`config.mk`:
```
export PLATFORM = sky130hd
export DESIGN_NAME = mmio_seg_display
export DESIGN_NICKNAME = d
export VERILOG_FILES = /design/src/rtl/seg_display_pkg.sv /design/src/rtl/hex7seg.sv /design/src/rtl/mmio_seg_display.sv
export SDC_FILE = /design/constraint.sdc
export NUM_CORES = 1
export LEC_CHECK = 0
export CAP_MARGIN = 30
export CORE_MARGIN = 2
export CORE_UTILIZATION = 46
export DETAILED_ROUTE_END_ITERATION = 10
export HOLD_SLACK_MARGIN = 0.15
export PLACE_DENSITY_LB_ADDON = 0.2
export SETUP_SLACK_MARGIN = 0.3
export SLEW_MARGIN = 10
export SYNTH_ARGS = -nofsm -noshare
export SYNTH_HDL_FRONTEND = slang
export SYNTH_HIERARCHICAL = 1
export SYNTH_SLANG_ARGS = --single-unit
export TNS_END_PERCENT = 50
```
`constraint.sdc`:
```
create_clock -name clk -period 4 [get_ports clk]
set_clock_uncertainty 0.05 [all_clocks]
set_input_delay 1.2 -clock clk [delete_from_list [all_inputs] [get_ports clk]]
set_output_delay 1.2 -clock clk [all_outputs]
set_load 0.02 [all_outputs]
```
`src/rtl/seg_display_pkg.sv`:
```
// Shared constants for the memory-mapped seven-segment display controller.
package seg_display_pkg;

   localparam int unsigned ADDR_W   = 32;
   localparam int unsigned DATA_W   = 32;
   localparam int unsigned REG_SPAN = 12;   // three 32-bit registers

   // Register byte offsets within the block
   localparam logic [3:0] OFF_VALUE  = 4'h0;
   localparam logic [3:0] OFF_CTRL   = 4'h4;
   localparam logic [3:0] OFF_STATUS = 4'h8;

   // CTRL field positions
   localparam int unsigned CTRL_EN_BIT    = 0;
   localparam int unsigned CTRL_DP_LSB    = 8;
   localparam int unsigned CTRL_BLANK_LSB = 16;
   localparam int unsigned MASK_W         = 8;

   // STATUS field positions
   localparam int unsigned STATUS_IDX_LSB  = 16;
   localparam int unsigned STATUS_SWAP_BIT = 24;

   // Hex glyphs, active-high, bit 0 = segment a; entry 0 is the rightmost
   localparam logic [15:0][6:0] HEX_SEG = {
      7'h71, 7'h79, 7'h5E, 7'h39, 7'h7C, 7'h77, 7'h6F, 7'h7F,
      7'h07, 7'h7D, 7'h6D, 7'h66, 7'h4F, 7'h5B, 7'h06, 7'h3F
   };

endpackage

```
`src/rtl/hex7seg.sv`:
```
// Combinational nibble to active-high seven-segment decoder.
module hex7seg
   import seg_display_pkg::*;
(
   input  logic [3:0] nibble,
   output logic [6:0] seg_c
);

   // Table lookup of the hex glyph
   always_comb begin
      seg_c = HEX_SEG[nibble];
   end

endmodule

```
`src/rtl/mmio_seg_display.sv`:
```
// Memory-mapped, double-buffered, multiplexed N-digit seven-segment controller.
module mmio_seg_display
   import seg_display_pkg::*;
#(
   parameter int unsigned  NUM_DIGITS     = 4,
   parameter int unsigned  REFRESH_DIV    = 50000,
   parameter logic [31:0]  BASE_ADDR      = 32'hFFFF_0000,
   parameter bit           ACTIVE_LOW_OUT = 1'b1
) (
   input  logic                  clk,
   input  logic                  reset,
   input  logic                  we,
   input  logic [ADDR_W-1:0]     address,
   input  logic [DATA_W-1:0]     write_data,
   output logic [DATA_W-1:0]     read_data,
   output logic                  hit,
   output logic [6:0]            seg,
   output logic                  dp,
   output logic [NUM_DIGITS-1:0] an
);

   localparam int unsigned VAL_W = 4 * NUM_DIGITS;
   localparam int unsigned CNT_W = $clog2(REFRESH_DIV);
   localparam int unsigned IDX_W = 3;

   logic [ADDR_W-1:0]     off;
   logic [3:0]            reg_off;
   logic                  wr_value;
   logic                  wr_ctrl;
   logic                  tick;
   logic                  frame_tick;
   logic [VAL_W-1:0]      pending;
   logic [VAL_W-1:0]      pending_nxt;
   logic [VAL_W-1:0]      active;
   logic [VAL_W-1:0]      active_shift;
   logic                  en;
   logic [MASK_W-1:0]     dp_mask;
   logic [MASK_W-1:0]     blank_mask;
   logic [15:0]           frame_cnt;
   logic [CNT_W-1:0]      rcnt;
   logic [IDX_W-1:0]      idx;
   logic                  swap_pending;
   logic                  lit;
   logic [3:0]            nibble;
   logic [6:0]            glyph;
   logic                  unused_wdata;

   // Address decode relative to the block base
   assign off      = address - BASE_ADDR;
   assign hit      = (off < ADDR_W'(REG_SPAN));
   assign reg_off  = {off[3:2], 2'b00};
   assign wr_value = we && hit && (reg_off == OFF_VALUE);
   assign wr_ctrl  = we && hit && (reg_off == OFF_CTRL);

   assign tick         = en && (rcnt == CNT_W'(REFRESH_DIV - 1));
   assign frame_tick   = tick && (idx == IDX_W'(NUM_DIGITS - 1));
   assign pending_nxt  = wr_value ? write_data[VAL_W-1:0] : pending;
   assign unused_wdata = ^write_data;

   // Register readback; misses and the unmapped slot read as zero
   always_comb begin
      read_data = '0;
      if (hit) begin
         case (reg_off)
            OFF_VALUE:  read_data = DATA_W'(pending);
            OFF_CTRL:   read_data = {8'b0, blank_mask, dp_mask, 7'b0, en};
            OFF_STATUS: read_data = {7'b0, swap_pending, 5'b0, idx, frame_cnt};
            default:    read_data = '0;
         endcase
      end
   end

   // Software-visible registers
   always_ff @(posedge clk or negedge reset) begin
      if (!reset) begin
         pending    <= '0;
         en         <= 1'b0;
         dp_mask    <= '0;
         blank_mask <= '0;
      end else begin
         pending <= pending_nxt;
         if (wr_ctrl) begin
            en         <= write_data[CTRL_EN_BIT];
            dp_mask    <= write_data[CTRL_DP_LSB +: MASK_W];
            blank_mask <= write_data[CTRL_BLANK_LSB +: MASK_W];
         end
      end
   end

   // Double buffer: swap at frame boundaries, follow directly while idle
   always_ff @(posedge clk or negedge reset) begin
      if (!reset) begin
         active       <= '0;
         swap_pending <= 1'b0;
         frame_cnt    <= '0;
      end else begin
         if (!en) begin
            active       <= pending_nxt;
            swap_pending <= 1'b0;
         end else if (frame_tick) begin
            active       <= pending_nxt;
            swap_pending <= 1'b0;
            frame_cnt    <= frame_cnt + 16'd1;
         end else if (wr_value) begin
            swap_pending <= 1'b1;
         end
      end
   end

   // Refresh divider and digit scan; both freeze while disabled
   always_ff @(posedge clk or negedge reset) begin
      if (!reset) begin
         rcnt <= '0;
         idx  <= '0;
      end else if (en) begin
         if (tick) begin
            rcnt <= '0;
            idx  <= frame_tick ? '0 : idx + IDX_W'(1);
         end else begin
            rcnt <= rcnt + CNT_W'(1);
         end
      end
   end

   // Select the current digit's nibble
   always_comb begin
      active_shift = active >> {idx, 2'b00};
      nibble       = active_shift[3:0];
      lit          = en && !blank_mask[idx];
   end

   hex7seg u_hex7seg (
      .nibble (nibble),
      .seg_c  (glyph)
   );

   // Registered drive with polarity applied last
   always_ff @(posedge clk or negedge reset) begin
      if (!reset) begin
         seg <= {7{ACTIVE_LOW_OUT}};
         dp  <= ACTIVE_LOW_OUT;
         an  <= {NUM_DIGITS{ACTIVE_LOW_OUT}};
      end else begin
         seg <= (lit ? glyph : 7'd0) ^ {7{ACTIVE_LOW_OUT}};
         dp  <= (lit && dp_mask[idx]) ^ ACTIVE_LOW_OUT;
         an  <= (lit ? (NUM_DIGITS'(1) << idx) : NUM_DIGITS'(0))
                ^ {NUM_DIGITS{ACTIVE_LOW_OUT}};
      end
   end

endmodule

```
==> impl_results.md, run 1 <==
- Slew HR: around half
- Worst Path Arrival: slightly above 3 ns
- Power Total: 0.00181 W
- Net Sw Power: 0.000382 W
- Placed Cells: 663
- Crit-path max FO: 8
- Tot GR Track Use: between 20% and 30%
- Core area: roughly 11,000 um2
- Register area share after synthesis: between 40% and 50%
- Mux share of post-synthesis cell area: roughly a fifth
- Nets: ~620
- Largest net degree at the start of global routing: 50
- Final core occ: between 60% and 70%
- Clk pwr share: between 30% and 40%
- FP Rows: 38
- Pwr per Cell Area: approximately 270 nW/um2
- Final Setup Violations: 26
- Worst Path Required: about 2.8 ns
- Seq pwr share: between 50% and 60%
- Routed vias: around 3,700
- Setup WS pre-CTS: -1.17 ns
- Fmax: 0.231 GHz
- Worst Hold Margin: roughly 0.43 ns
- Dpl hpwl: around 8.6 mm
- Flop2flop setup slack: between 1 and 1.5 ns
- Io pins: roughly 110
- First-pass GRT wire length: 18.4 mm
- Longest Clk Path Bufs: 2
- Top post-synthesis cells by area: dfrtp_1 42%, mux2_2 10%, dfstp_2 6.2%
- CTS hold repair buffers: 0
- Fin. Hold Viols: 0
- Switching Share: around a fifth
- Die height: about 110 um
- Syn-to-layout area delta: 33.3%
- Leading area contributor after synthesis: dfrtp_1
- DRC marker count from the first detailed-route iteration: approximately 150
- Post-DRT Antenna Nets: 0
- Max cap viols: 0
- Critical path endpoint category: output port
- Internal: around 0.0014 W
- Worst-margin pin slew: roughly 0.78 ns
- Flops & latches, synth: 97
- Initial antenna violation count: 0
- Xor/xnor cell area share of the yosys netlist: about 4.7%
- Post-Syn Instances: about 430
- Combinational fraction of design power: about 6.4%
- Fin crit share: 108%
- CP Class: input port to output port
- Vias in the first global route: about 3,600
- Primary FF master, synth: dfrtp_1
- RSZ-0062 raised after global routing: yes
- CTS tree: built
- Routed WL per cell: 17.5 um
- Worst-Skew Late Latency: 0.37 ns
- CP dominant cell by count: buf_6
- Ys async rst share: 100%
- Largest family of logic cells by synthesized area: multiplexers
- Port Buf Inserts: 94
- Cell variety after synth: 50
- Area of the multi-input gates: about 2600 um2
- Synthesized cell area: 5050 um2
- Root buffer cell: clkbuf_8
- Simple-gate share of the synthesized area: between 10% and 20%
- Syn Area/Cell: around 12 um2
- CTS Buf Count: 9
- Gr ovfl total: 0
- Crit path time final: between 4 and 5 ns
- P_leak: roughly 3.2 nW
- Worst ir drop on vdd: 181 uV
- DR DRC count: 0
- Synth Warn #: 6
- Top-area cell type share of the netlist area: a little over two fifths
- Seq. cell area: roughly 2400 um2
- Die X: between 100 and 150 um
- Failing checks: setup timing
- CTS sink count: 97
- Initial Util: 46.8%
- CP max-delay cell: or3_4
- Post-Layout Cell Count: 682
- Status: complete, but fails checks
- Htree depth: 3
- Filler Cells Inserted: 869
- Final max-slew violation count: 0
- Clock slew at the register clock pins of the worst setup and hold paths: approximately 0.08 ns
- Antenna cells: 0
- Routed vias/inst: ~5.4
- Post-synthesis compound-gate area fraction: approximately 3.5%
- Placer congestion estimate: between 0.8 and 0.9
- Number of synthesized flops with an enable pin: 0
- Die area: between 10,000 and 15,000 um2
- Crit-path max cell delay: 0.51 ns
- Hold Crit Class: flip-flop to flip-flop
- Post-synthesis adder-cell area fraction: 3.22%
- Fraction of layout cells with a size suffix above 1: a little under a third
- First-pass DRT Iterations: 4
- Final WL: 11.9 mm
- CP Cell Sequence: clkdlybuf4s50_1, and3_4, o2111ai_4, or3_4, buf_6, nor3_4, buf_6
- Final WS setup: -0.322 ns
- Startpoint Class: input port
-- placed cells by master, fill, tap and decap left out, types with 7 or more instances in the layout --
cell	count
dlymetal6s2s_1	19
nand2_1	25
nor2b_1	8
dfstp_2	12
ha_1	13
inv_1	13
clkbuf_8	11
nand4_1	11
conb_1	7
mux2_2	45
xor2_1	12
nor2_1	25
dfrtp_1	85
and3_1	7
a21oi_1	14
nor3_1	7
mux2i_1	18
buf_6	22
buf_4	24
xnor2_1	15
mux4_2	8
nor2_4	11
nand3_1	11
clkdlybuf4s50_1	44
mux2_4	10
-- sequential cells by signal, summed over array words and instances, names as in the netlist --
signal and flops:
rcnt 16, idx 3, an 4, blank_mask 8, pending 16, dp 1, dp_mask 8, en 1
swap_pending 1, seg 7, frame_cnt 16, active 16
-- critical path: cells and delay by family --
kind,cells,cell delay [ns]
simple gates,3,0.90
buf+inv,3,0.81
compound gates,1,0.15
-- through the flow --
stage / TNS [ns] / instance area (um2)
floorplan: -4.59 / 5220
global placement: -27.69 / 6310
detailed placement: -29.13 / 6310
CTS: -8.62 / 6610
global route: -7.56 / 6730
finish: -6.16 / 6730
-- final cells by class --
class / count / area share [%]
Clock inverter: 2 / 0.892
Sequential cell: 97 / 36.3
Inverter: 14 / 0.855
Multi-Input combinational cell: 299 / 39.0
Tap cell: 140 / 2.60
Clock buffer: 14 / 2.42
Timing Repair Buffer: 116 / 17.9
-- per-layer routing --
| layer | wire (um) | track usage (%) | vias to the layer above | share of wire, % |
|---|---|---|---|---|
| li1 | - | - | 1720 | - |
| met1 | 5210 | 26.7 | 1812 | 44 |
| met2 | 5830 | 34.8 | 116 | 49 |
| met3 | 699 | 3.89 | 18 | 5.9 |
| met4 | 204 | 6.78 | 0 | 1.7 |
| met5 | 0 | 0 | - | 0 |
-- cells in the mapped netlist (2+ instances only) --
master    instances
nor4bb_1          2
mux2_4           10
a21oi_1          14
xor2_1           12
nor4_1            3
mux2i_1          19
buf_6             3
dfrtp_1          85
nand2b_1          3
nand4_1          11
buf_2             2
a22oi_1           3
clkbuf_1         14
and3_1           11
mux2_2           45
o21ai_0           3
nor3_1           14
nor2b_1           8
nand3_1          11
nand2_1          25
nor2_1           37
and4_1            5
ha_1             13
dfstp_2          12
buf_4             7
xnor2_1          15
and2_1            3
inv_1            13
mux4_2            8
-- path summary, 6_finish.rpt --
path                                           startpoint                   endpoint  cells past startpoint
worst min register to register  frame_cnt[15]$_DFFE_PN0P_  frame_cnt[15]$_DFFE_PN0P_                      1
min in group asynchronous                           reset   swap_pending$_DFFE_PN0P_                      1
max in group asynchronous                           reset            an[3]$_DFF_PN1_                      2
worst max-delay path                          address[29]               read_data[7]                      7
worst max register to register         idx[0]$_DFFE_PN0P_           seg[3]$_DFF_PN1_                      7
worst min-delay path            frame_cnt[15]$_DFFE_PN0P_  frame_cnt[15]$_DFFE_PN0P_                      1
-- repair_timing --
item                                   CTS  global route
endpoints found under the hold margin    0             0
setup endpoints to repair               26            26
pin swaps                               14            11
resized for setup                      178            28
buffers inserted                         1             1
-- cells by family (layout without fill, tap and decap cells) --
group | Yosys count | count (layout)
other cells | 1 | 7
buf+inv | 42 | 146
mux | 83 | 83
compound gates | 28 | 28
xor+xnor | 27 | 27
simple gates | 141 | 141
fa+ha+maj | 13 | 13
flops | 97 | 97
-- power groups by stage --
| stage | registers [W] | logic [W] | clock network (W) |
|---|---|---|---|
| 4_1_cts | 0.000980 | 0.000115 | 0.000730 |
| 3_3_place_gp | 0.000999 | 0.000111 | 0 |
| 3_5_place_dp | 0.000999 | 0.000112 | 0 |
| 6_report | 0.000980 | 0.000116 | 0.000714 |
| 5_1_grt | 0.000981 | 0.000126 | 0.000768 |
| 2_1_floorplan | 0.00100 | 0.0000288 | 0 |
(Power assumes the default switching activity.)
==> run 2: changes to the inputs <==
--- a/config.mk
+++ b/config.mk
@@ -9,6 +9,7 @@
 export CORE_MARGIN = 2
 export CORE_UTILIZATION = 46
 export DETAILED_ROUTE_END_ITERATION = 10
+export GPL_TIMING_DRIVEN = 0
 export HOLD_SLACK_MARGIN = 0.15
 export PLACE_DENSITY_LB_ADDON = 0.2
 export SETUP_SLACK_MARGIN = 0.3
==> impl_results.md, run 2 (synthesized netlist as in run 1, its figures left out) <==
- RSZ-0062 raised after global routing: yes
- DRC marker count from the first detailed-route iteration: between 100 and 150
- CTS sink count: 97
- Final WL: roughly 12 mm
- Fin. Hold Viols: 0
- Io pins: ~110
- Core area: 10,800 um2
- Filler Cells Inserted: 889
- Max cap viols: 0
- Most frequent cells in the layout: 85 x dfrtp_1, 45 x clkdlybuf4s50_1, 32 x mux2_2, 27 x buf_6
- Syn-to-layout area delta: 35.8%
- Failing checks: setup timing
- Placed Cells: 673
- CP delay by family, top: simple AND/OR/NAND/NOR gates
- Grt met1 use: 28.6%
- Initial Util: 46.8%
- Die height: 109 um
- FP Rows: 38
- Die area: between 10,000 and 15,000 um2
- Stages on the worst setup path: 8
- First-pass GRT wire length: between 15 and 20 mm
- Routed WL per cell: around 18 um
- Tot GR Track Use: about 22%
- Clock slew at the register clock pins of the worst setup and hold paths: ~0.090 ns
- Antenna cells: 0
- Fraction of layout cells with a size suffix above 1: about a third
- Slew HR: a little under half
- Status: complete, but fails checks
- Initial antenna violation count: 0
- Met3 usage: about 2.7%
- Nets: roughly 630
- Fmax: approximately 0.23 GHz
- Post-Layout Cell Count: around 700
- Dpl hpwl: around 8.9 mm
- CTS Buf Count: 9
- R2R cell count: 8
- CP Buf/Inv Count: 4
- Port Buf Inserts: 94
- Placer congestion estimate: 0.861
- Htree depth: 3
- Die X: between 100 and 150 um
- Final WS setup: -0.345 ns
- CP Cell Sequence: buf_6, or4b_4, a2111o_1, or3_4, clkbuf_16, buf_6, nor3_4, buf_6
- Worst ir drop on vdd: ~160 uV
- Hold Crit Depth: 1
- Worst-margin pin slew: ~0.8 ns
- Final Setup Violations: 26
- Gr ovfl total: 0
- Worst Path Required: between 2 and 3 ns
- Crit-path max cell delay: ~0.51 ns
- Crit-path max FO: 5
- GRT Max-Usage Layer: met2
- CP dominant cell by count: buf_6
- R2R Path Start: idx[0]$_DFFE_PN0P_
- Setup WS pre-CTS: -1.30 ns
- Critical path endpoint category: output port
- Longest Clk Path Bufs: 2
- Routed vias: approximately 3,700
- P_leak: ~3.2 nW
- Setup TNS: -7.31 ns
- Hold Crit Class: flip-flop to flip-flop
- Most common cell after layout, fill and taps aside: dfrtp_1
- Fin crit share: 109%
- CTS tree: built
- DR DRC count: 0
- CP Class: input port to output port
- Largest net degree at the start of global routing: 54
- Routed vias/inst: roughly 5.3
- Reg-to-Reg End: seg[3]$_DFF_PN1_
- Worst Path Arrival: 3.09 ns
- Crit path launch: address[14]
- Post-DRT Antenna Nets: 0
- Root buffer cell: clkbuf_8
- Worst-Skew Late Latency: roughly 0.37 ns
- CP endpoint: read_data[2]
- First-pass DRT Iterations: 4
- CP max-delay cell: or4b_4
- Vias in the first global route: between 3,000 and 4,000
- Met2 usage: 35.8%
- Crit path time final: about 4.3 ns
- Flop2flop setup slack: 0.96 ns
- Pwr per Cell Area: 254 nW/um2
- Startpoint Class: input port
- Final max-slew violation count: 0
==> run 2: layout make-up <==
cell class | count | area, um2 | area share [%]
multi-input cells | 299 | 2650 | 38.6
flip-flops and latches | 97 | 2440 | 35.6
clock inverters | 3 | 42.5 | 0.620
repair buffers | 105 | 1110 | 16.2
well taps | 140 | 175 | 2.55
inverters | 14 | 57.6 | 0.839
clock buffers | 13 | 149 | 2.17
plain buffers | 28 | 229 | 3.34
==> run 2: metal layers <==
layer,part of all wire [%],routed length [um],vias up
li1,-,-,1758
met1,45,5530,1842
met2,47,5820,111
met3,5.1,626,21
met4,2.3,288,0
met5,0,0,-
==> run 2: worst min-delay path by stage <==
stage	from	endpoint
2_1_floorplan	frame_cnt[15]$_DFFE_PN0P_	frame_cnt[15]$_DFFE_PN0P_
3_3_place_gp	frame_cnt[15]$_DFFE_PN0P_	frame_cnt[15]$_DFFE_PN0P_
3_5_place_dp	frame_cnt[15]$_DFFE_PN0P_	frame_cnt[15]$_DFFE_PN0P_
4_1_cts	frame_cnt[15]$_DFFE_PN0P_	frame_cnt[15]$_DFFE_PN0P_
5_1_grt	frame_cnt[15]$_DFFE_PN0P_	frame_cnt[15]$_DFFE_PN0P_
6_report	frame_cnt[15]$_DFFE_PN0P_	frame_cnt[15]$_DFFE_PN0P_
==> run 2: through the flow <==
stage                     cell area, um2  utilization [%]  hold slack (ns)  total power (W)
after floorplan                     5220                -            0.392          0.00103
after global placement              6330             58.7            0.407          0.00111
after detailed placement            6360             58.9            0.407          0.00111
after CTS                           6660             61.7            0.423          0.00175
after global routing                6860             63.6            0.462          0.00180
final                               6860             63.6            0.426          0.00174
==> run 2: what timing repair did <==
item / in CTS / in global routing
endpoints found under the hold margin: 0 / 0
buffers inserted: 4 / 4
gates resized for setup: 172 / 54
cloned: 2 / 0
hold buffers: 0 / 0
pin swaps: 12 / 12
setup endpoints to repair: 35 / 35
==> run 2: worst reg2reg max path, cell delays in order, from the launching register on <==
cell and delay (ns):
dfrtp_1 0.43, buf_1 0.63, mux4_2 0.62, nor2b_1 0.20, inv_1 0.17, ha_1 0.26
inv_1 0.06, mux4_1 0.48, nand2_1 0.08
==> run 2: where the power goes <==
part / internal, W / leakage (nW) / total [W] / switching, W
registers: 0.000980 / 1.31 / 0.000980 / 0.0000000000216
clock network: 0.000307 / 0.0936 / 0.000644 / 0.000337
logic: 0.0000624 / 1.82 / 0.000118 / 0.0000557
==> run 3: changes to the inputs <==
--- a/config.mk
+++ b/config.mk
@@ -6,8 +6,9 @@
 export NUM_CORES = 1
 export LEC_CHECK = 0
 export CAP_MARGIN = 30
-export CORE_MARGIN = 2
-export CORE_UTILIZATION = 46
+export CORE_MARGIN = 8
+export CORE_UTILIZATION = 47
+export CTS_BUF_LIST = sky130_fd_sc_hd__clkbuf_8
 export DETAILED_ROUTE_END_ITERATION = 10
 export GPL_TIMING_DRIVEN = 0
 export HOLD_SLACK_MARGIN = 0.15
@@ -18,4 +19,3 @@
 export SYNTH_HDL_FRONTEND = slang
 export SYNTH_HIERARCHICAL = 1
 export SYNTH_SLANG_ARGS = --single-unit
-export TNS_END_PERCENT = 50
==> impl_results.md, run 3 (synthesized netlist as in run 1, its figures left out) <==
- Worst-Skew Late Latency: roughly 0.37 ns
- Final WL: around 13 mm
- Port Buf Inserts: between 90 and 100
- CTS sink count: 97
- Post-Layout Cell Count: around 700
- First-pass DRT Iterations: 4
- Flop2flop setup slack: a little over 0.9 ns
- Crit-path max FO: 6
- Initial antenna violation count: 0
- Initial Util: between 40% and 50%
- Core area: between 10,000 and 15,000 um2
- Slew HR: 48.0%
- Largest net degree at the start of global routing: between 50 and 60
- P_leak: between 3 and 4 nW
- First-pass GRT wire length: roughly 20 mm
- R2R Path Start: rcnt[5]$_DFFE_PN0P_
- Die X: around 120 um
- Crit path launch: address[14]
- CTS Buf Count: 9
- Root buffer cell: clkbuf_8
- Antenna cells: 0
- Clock slew at the register clock pins of the worst setup and hold paths: about 0.1 ns
- Routed vias: around 3,700
- Io pins: 112
- Power Total: 0.00182 W
- Critical path endpoint category: output port
- Final max-slew violation count: 0
- Longest Clk Path Bufs: 2
- Hold Crit Class: flip-flop to flip-flop
- Post-DRT Antenna Nets: 0
- Final Setup Violations: 26
- Max cap viols: 0
- CTS tree: built
- Htree depth: 3
- Worst ir drop on vdd: about 230 uV
- DR DRC count: 0
- DRC marker count from the first detailed-route iteration: about 170
- RSZ-0062 raised after global routing: yes
- Nets: roughly 630
- Worst Path Arrival: slightly above 3 ns
- Dpl hpwl: roughly 9.4 mm
- Worst Hold Margin: roughly 0.43 ns
- FP Rows: 38
- Worst Path Required: ~2.8 ns
- Crit-path max cell delay: about 0.53 ns
- CP max-delay cell: or4b_4
- Seq. cell area: roughly 2400 um2
- Die height: 120 um
- Crit path time final: around 4.4 ns
- Worst-margin pin slew: between 0.7 and 0.8 ns
- Setup TNS: -7.60 ns
- CP Cell Sequence: buf_6, or4b_4, a2111o_1, or3_4, clkbuf_16, clkbuf_16, nor2_4, buf_6
- Pwr per Cell Area: between 200 and 300 nW/um2
- Routed WL per cell: approximately 18 um
- Filler Cells Inserted: about 870
- Status: complete, but fails checks
- Fmax: approximately 0.23 GHz
- Syn-to-layout area delta: 35.6%
- Area of the multi-input gates: between 2000 and 3000 um2
- Routed vias/inst: roughly 5.3
- Startpoint Class: input port
- Most common cell after layout, fill and taps aside: dfrtp_1
- Fin crit share: 109%
- Placer congestion estimate: just over 0.8
- Most frequent cells in the layout: 85 x dfrtp_1, 45 x mux2_2, 44 x clkdlybuf4s50_1, 26 x buf_6
- CTS hold repair buffers: 0
- CP Class: input port to output port
- Failing checks: setup timing
- Vias in the first global route: roughly 3,900
- Placed Cells: 673
- Final WS setup: -0.357 ns
- Gr ovfl total: 0
- Fraction of layout cells with a size suffix above 1: 33.3%
- Die area: ~14,000 um2
- Fin. Hold Viols: 0
- Tot GR Track Use: a little under a fifth
- Hold Path Origin: frame_cnt[15]$_DFFE_PN0P_
run 3: cell types whose count changed in the layout (fill, tap and decap cells not counted), sizes merged, moves of 2 or more:
cell,previous run,this run
clkbuf,26,22
buf,57,55
clkinvlp,1,3
dlymetal6s2s,17,19
run 3: layout make-up:
class                   instances  area share [%]
repair buffers                102            16.2
flip-flops and latches         97            35.6
clock inverters                 6            1.33
inverters                      14           0.840
well taps                     140            2.56
multi-input cells             299            38.1
clock buffers                  10            2.01
plain buffers                  28            3.29
run 3: stage by stage:
stage | cell area [um2] | setup slack [ns] | util, %
3_5_place_dp | 6390 | -1.32 | 60.0
2_1_floorplan | 5250 | -0.213 | -
6_report | 6850 | -0.357 | 64.3
3_3_place_gp | 6360 | -1.86 | 59.7
4_1_cts | 6700 | -0.508 | 62.9
5_1_grt | 6850 | -0.430 | 64.3
run 3: worst paths after layout:
| check | endpoint | cells past startpoint |
|---|---|---|
| min in group asynchronous | pending[6]$_DFF_PN0_ | 1 |
| min reg2reg | frame_cnt[15]$_DFFE_PN0P_ | 1 |
| max reg2reg | active[11]$_DFFE_PN0N_ | 8 |
| min | frame_cnt[15]$_DFFE_PN0P_ | 1 |
| max | read_data[17] | 8 |
| max in group asynchronous | seg[4]$_DFF_PN1_ | 2 |
run 3: critical path: cells and delay by family:
family / cells / cell delay [ns]
buffers and inverters: 4 / 0.57
AOI/OAI and AO/OA: 1 / 0.33
and+or+nand+nor: 3 / 1.01
run 3: power breakdown:
part / leakage (nW) / switching [W] / internal, W
clock: 0.105 / 0.000353 / 0.000370
combinational: 1.78 / 0.0000548 / 0.0000616
sequential: 1.31 / 0.0000000000202 / 0.000980
total: 3.20 / 0.000408 / 0.00141
run 3: per-layer routing:
metal  vias to the layer above  wire length [um]  track usage (%)
met5                         -                 0                0
met1                      1809              5570             23.2
met4                         0               170             6.32
met2                        96              6340             30.0
li1                       1754                 -                -
met3                        14               794             3.95
run 3: repair_timing:
item                                   in CTS  in global routing
pin swaps                                  14                 12
setup endpoints to repair                  35                 31
buffers inserted                            3                  2
resized for setup                         168                 45
endpoints found under the hold margin       0                  0
cloned                                      2                  0
